<file path="src/rtl/index_address_generator.sv">
// 65C02 indexed effective-address generator: zp,X/Y; abs,X/Y; (zp,X); (zp),Y.
// Sequences the zero-page pointer reads and the high-byte fixup cycle, then strobes the result.
module index_address_generator #(
    parameter logic [7:0] ZP_PAGE     = 8'h00,
    parameter bit         WRITE_FIXUP = 1'b1
) (
    input  logic        clk_i,
    input  logic        reset_i,
    input  logic        start_i,
    input  logic [1:0]  mode_i,
    input  logic        write_op_i,
    input  logic [7:0]  index_in_i,
    input  logic        abort_i,
    input  logic [7:0]  db_in_i,
    input  logic        db_valid_i,
    output logic        mem_req_o,
    output logic [15:0] mem_addr_o,
    output logic [15:0] ea_o,
    output logic        ea_valid_o,
    output logic        page_cross_o,
    output logic        busy_o
);

    typedef enum logic [2:0] {
        StIdle, StOpLo, StOpHi, StPtrLo, StPtrHi, StAdd, StFixup, StDone
    } state_e;

    localparam logic [1:0] ModeZp    = 2'b00;
    localparam logic [1:0] ModeAbs   = 2'b01;
    localparam logic [1:0] ModeIndX  = 2'b10;
    localparam logic [1:0] ModeIndY  = 2'b11;

    state_e      state_q, state_d;
    logic [1:0]  mode_q, mode_d;
    logic        wr_q, wr_d;
    logic [7:0]  idx_q, idx_d;
    logic [7:0]  ptr_q, ptr_d;
    logic [7:0]  base_lo_q, base_lo_d;
    logic [7:0]  base_hi_q, base_hi_d;
    logic [15:0] ea_q, ea_d;
    logic        page_cross_q, page_cross_d;

    logic [7:0]  db_idx_sum;
    logic [8:0]  add_sum;
    logic [7:0]  ptr_inc;

    assign db_idx_sum = db_in_i + idx_q;
    assign add_sum    = {1'b0, base_lo_q} + {1'b0, idx_q};
    assign ptr_inc    = ptr_q + 8'd1;

    always_ff @(posedge clk_i or posedge reset_i) begin
        if (reset_i) begin
            state_q      <= StIdle;
            mode_q       <= 2'b00;
            wr_q         <= 1'b0;
            idx_q        <= 8'h00;
            ptr_q        <= 8'h00;
            base_lo_q    <= 8'h00;
            base_hi_q    <= 8'h00;
            ea_q         <= 16'h0000;
            page_cross_q <= 1'b0;
        end else begin
            state_q      <= state_d;
            mode_q       <= mode_d;
            wr_q         <= wr_d;
            idx_q        <= idx_d;
            ptr_q        <= ptr_d;
            base_lo_q    <= base_lo_d;
            base_hi_q    <= base_hi_d;
            ea_q         <= ea_d;
            page_cross_q <= page_cross_d;
        end
    end

    always_comb begin
        state_d      = state_q;
        mode_d       = mode_q;
        wr_d         = wr_q;
        idx_d        = idx_q;
        ptr_d        = ptr_q;
        base_lo_d    = base_lo_q;
        base_hi_d    = base_hi_q;
        ea_d         = ea_q;
        page_cross_d = page_cross_q;

        // Abort wins over any byte arriving in the same cycle.
        if (abort_i && (state_q != StIdle)) begin
            state_d = StIdle;
        end else begin
            unique case (state_q)
                StIdle: begin
                    if (start_i) begin
                        mode_d       = mode_i;
                        wr_d         = write_op_i;
                        idx_d        = index_in_i;
                        page_cross_d = 1'b0;
                        state_d      = StOpLo;
                    end
                end
                StOpLo: begin
                    if (db_valid_i) begin
                        unique case (mode_q)
                            ModeZp: begin
                                ea_d    = {ZP_PAGE, db_idx_sum};
                                state_d = StDone;
                            end
                            ModeAbs: begin
                                base_lo_d = db_in_i;
                                state_d   = StOpHi;
                            end
                            ModeIndX: begin
                                ptr_d   = db_idx_sum;
                                state_d = StPtrLo;
                            end
                            ModeIndY: begin
                                ptr_d   = db_in_i;
                                state_d = StPtrLo;
                            end
                        endcase
                    end
                end
                StOpHi: begin
                    if (db_valid_i) begin
                        base_hi_d = db_in_i;
                        state_d   = StAdd;
                    end
                end
                StPtrLo: begin
                    if (db_valid_i) begin
                        base_lo_d = db_in_i;
                        state_d   = StPtrHi;
                    end
                end
                StPtrHi: begin
                    if (db_valid_i) begin
                        base_hi_d = db_in_i;
                        if (mode_q == ModeIndX) begin
                            ea_d    = {db_in_i, base_lo_q};
                            state_d = StDone;
                        end else begin
                            state_d = StAdd;
                        end
                    end
                end
                StAdd: begin
                    ea_d[7:0]    = add_sum[7:0];
                    page_cross_d = add_sum[8];
                    if (add_sum[8] || (WRITE_FIXUP && wr_q)) begin
                        state_d = StFixup;
                    end else begin
                        ea_d[15:8] = base_hi_q;
                        state_d    = StDone;
                    end
                end
                StFixup: begin
                    ea_d[15:8] = base_hi_q + {7'd0, page_cross_q};
                    state_d    = StDone;
                end
                StDone: begin
                    state_d = StIdle;
                end
            endcase
        end
    end

    always_comb begin
        mem_addr_o = 16'h0000;
        if (state_q == StPtrLo) begin
            mem_addr_o = {ZP_PAGE, ptr_q};
        end else if (state_q == StPtrHi) begin
            mem_addr_o = {ZP_PAGE, ptr_inc};
        end
    end

    assign mem_req_o    = (state_q == StPtrLo) || (state_q == StPtrHi);
    assign ea_o         = ea_q;
    assign ea_valid_o   = (state_q == StDone);
    assign page_cross_o = page_cross_q;
    assign busy_o       = (state_q != StIdle);

endmodule

</file>
<file path="config.mk">
export PLATFORM = sky130hd
export DESIGN_NAME = index_address_generator
export DESIGN_NICKNAME = d
export VERILOG_FILES = /design/src/rtl/index_address_generator.sv
export SDC_FILE = /design/constraint.sdc
export NUM_CORES = 1
export LEC_CHECK = 0
export CAP_MARGIN = 25
export CORE_AREA = 2 2 83 85
export DETAILED_ROUTE_END_ITERATION = 10
export DIE_AREA = 0 0 85 87
export PLACE_DENSITY_LB_ADDON = 0.05
export SYNTH_ARGS = -nofsm -noshare
export SYNTH_HDL_FRONTEND = slang
export SYNTH_SLANG_ARGS = --single-unit
</file>
<file path="constraint.sdc">
create_clock -name clk_i -period 4.25 [get_ports clk_i]
set_input_delay 1.275 -clock clk_i [delete_from_list [all_inputs] [get_ports clk_i]]
set_output_delay 1.275 -clock clk_i [all_outputs]
set_load 0.03 [all_outputs]
</file>
==> results of run 1 <==
==> tightest hold or removal path: stages (launching register included) <==
cell and delay [ns]:
dfrtp_1 0.35, nand2_1 0.05, o21ai_0 0.06
==> per-stage QoR <==
stage          power (µW)  instance area (µm²)  utilization [%]
6_report             3360                 4340             66.1
5_1_grt              3630                 4340             66.1
4_1_cts              3360                 4330             66.0
3_5_place_dp         2990                 4220             64.2
3_3_place_gp         2940                 4220             64.2
2_1_floorplan        2390                 3660                -
==> final timing paths <==
| check | start | end | slack [ns] | cells past startpoint |
|---|---|---|---|---|
| worst max-delay path | state_q[1]$_DFFE_PP0P_ | mem_addr_o[3] | 0.48 | 6 |
| worst min register to register | ea_o[2]$_DFFE_PP0P_ | ea_o[2]$_DFFE_PP0P_ | 0.49 | 2 |
| worst max register to register | idx_q[0]$_DFFE_PP0P_ | ea_o[10]$_DFFE_PP0P_ | 1.54 | 9 |
| worst min-delay path | ea_o[2]$_DFFE_PP0P_ | ea_o[2]$_DFFE_PP0P_ | 0.49 | 2 |
| max in group asynchronous | reset_i | base_lo_q[4]$_DFFE_PP0P_ | 2.16 | 3 |
| min in group asynchronous | reset_i | ptr_q[1]$_DFFE_PP0P_ | 1.26 | 2 |
==> layer usage <==
metal / vias up / routed length, µm
li1: 1543 / -
met1: 1544 / 4240
met2: 89 / 4400
met3: 20 / 426
met4: 0 / 308
met5: - / 0
==> logic make-up after synthesis <==
family,after synthesis,synth area share [%]
compound gates,119,20.7
xor+xnor,11,2.65
fa+ha+maj,20,7.30
buf+inv,39,5.17
flops,55,37.9
mux,32,9.58
other cells,1,0.103
simple gates,131,16.6
==> placed cells by master, fill, tap and decap left out, types with 2 or more instances in the layout <==
cell / n
mux2_2: 22
and3_1: 9
o21a_1: 3
a21oi_1: 15
xnor2_1: 6
o211ai_1: 2
a31oi_1: 2
conb_1: 8
ha_1: 18
a22oi_1: 5
xor2_1: 5
o22ai_1: 3
o2111ai_1: 2
or3_1: 2
a211oi_1: 3
clkbuf_8: 5
o21ai_0: 54
o31ai_1: 5
nand2b_1: 6
nand3_1: 9
inv_1: 14
dfrtp_1: 55
nand2_1: 51
a31o_2: 3
a21o_1: 2
mux2i_1: 10
fa_1: 2
clkdlybuf4s50_1: 51
nor3_1: 4
o31a_1: 2
nor2b_1: 7
a22o_1: 9
buf_4: 12
nor2_1: 35
==> flip-flops by register name (all words and copies together) (netlist names) <==
| signal | count |
|---|---|
| ptr_q | 8 |
| mode_q | 2 |
| page_cross_o | 1 |
| state_q | 3 |
| base_hi_q | 8 |
| idx_q | 8 |
| wr_q | 1 |
| ea_o | 16 |
| base_lo_q | 8 |
==> where the power goes <==
| part | internal [µW] | switching (µW) | leakage (µW) |
|---|---|---|---|
| combinational | 875 | 1120 | 0.00118 |
| sequential | 768 | 243 | 0.000692 |
| clock | 176 | 180 | 0.0000581 |
==> area by class of cell <==
type                            count  area, µm²
Tap cell                           80        100
Inverter                           15       56.3
Timing Repair Buffer               63        601
Clock inverter                      3       43.8
Clock buffer                        5       68.8
Multi-Input combinational cell    321       2090
Sequential cell                    55       1380
Fill cell                         572       2230
==> synthesized netlist by cell type (all sizes together), types with 2 or more instances <==
cell / number / area, µm²
o31a: 2 / 17.5
nand2: 51 / 191
a21o: 2 / 15.0
ha: 18 / 225
and3: 9 / 56.3
a211oi: 3 / 22.5
mux2: 22 / 248
nand3: 9 / 45.0
buf: 13 / 90.1
xnor2: 6 / 52.6
o311ai: 2 / 17.5
dfrtp: 55 / 1380
clkbuf: 11 / 41.3
o21a: 3 / 22.5
or3: 2 / 12.5
o2111ai: 2 / 17.5
nor2: 35 / 131
o21ai: 55 / 275
nor3: 5 / 30.0
a21oi: 16 / 83.8
a22o: 9 / 78.8
a31oi: 2 / 12.5
a22oi: 5 / 37.5
inv: 15 / 56.3
mux2i: 10 / 100
xor2: 5 / 43.8
nand2b: 6 / 37.5
o22ai: 3 / 18.8
o211ai: 2 / 15.0
o31ai: 5 / 37.5
fa: 2 / 40.0
a31o: 3 / 26.3
nor2b: 7 / 43.8
==> out/results.ini, run 1 <==
[grt]
antenna_found_initial=0
grt_pass1_wl_um=15300
grt_use_met2_pct=42.9
top_usage_layer=met2
grt_usage_pct=26.7
met3_usage_pct=3.22
grt_max_degree=36
overflow=0
grt_pass1_vias=3011
grt_use_met1_pct=36.6

[cts]
ctsHtreeMaxLevel=2
path_clk_slew_ns=0.10
clock_sinks=55
cts_root_buffer=clkbuf_8
holdBufCountCts=0
numCtsBuffers=5
cts_tree=built
post_cts_buffers=0
clockBufferDepth=2
ctsResizeCount=0
clk_latency_ns=0.32

[cells_and_area]
fin_cells=542
drive_gt1_share_pct=11.3
area_growth_pct=19.5
antenna_cells=0
final_nets=505

[power]
irDropWorstVdd_mv=0.397
leakage_uw=0.00193
p_per_area_mw_per_mm2=775

[die]
dieArea_mm2=0.00740
core_area_mm2=0.00657
die_h_um=87
num_rows=30
io_pins=60
die_w_um=85
initial_core_util_pct=55.3

[worst_setup_path]
cpMaxStageDelayCell=clkdlybuf4s50_1
end_kind=primary output
cp_max_fo=10
crit_family=buffers and inverters
slowest_delay_ns=0.69
cp.arrival_ns=2.50
cp-start-kind=register
cp.required_ns=2.97
cpMostUsedCell=nand2_1
critical_path_class=register to primary output
path_cells=inv_1 -> nand2_1 -> nor2_1 -> nand2_1 -> o21ai_0 -> clkdlybuf4s50_1
cp.buffers_inverters=2

[sta]
setup_slack_ns=0.480
worst_pin_slew_ns=0.912
fmax_ghz=0.265
period_share_pct=88.7
min_period_ns=3.77
fin_hold_ws_ns=0.490
finalMaxSlewViolations=0
maxSlewHeadroom_pct=38.8
fin_tns_setup_ns=0
grt_setup_unrepaired=false
clock_skew_ns=0.0121
setup_viol_count_final=0
hold_viol=0

[yosys]
ys_types=53
ys_async_sr_fraction_pct=100
synth_seq_cells=55
syn_area_mm2=0.00363
synth_ff_type=dfrtp_1
seq_area_frac_synth_pct=37.9
synth_edf_count=0
synth_cells=408
yosys_warnings=0
syn_avg_cell_area_um2=8.90

[drt]
vias=3196
drc=0
postRouteAntennaNets=0
first_pass_iters=5
detail_route.wl_per_cell_um=17.3
drt-initial-drc-count=346
wl_um=9380
avgViaCountPerCell=5.90

[run_status]
status=finished clean

[placement]
hpwl_um=7160
place_ws_ns=0.524
globalplace.congestion=0.948
dp.cells=533
port_buffers=51

[min_path]
hp-class=register to register

[flow_run]
cap_violations=0

Note: power is estimated with default switching activity, not from simulation.
==> run 2, diff against run 1 <==
--- a/config.mk
+++ b/config.mk
@@ -13,3 +13,4 @@
 export SYNTH_ARGS = -nofsm -noshare
 export SYNTH_HDL_FRONTEND = slang
 export SYNTH_SLANG_ARGS = --single-unit
+export TNS_END_PERCENT = 10
==> results of run 2 <==
Final layout, timing and power as in run 1 (identical DEF).
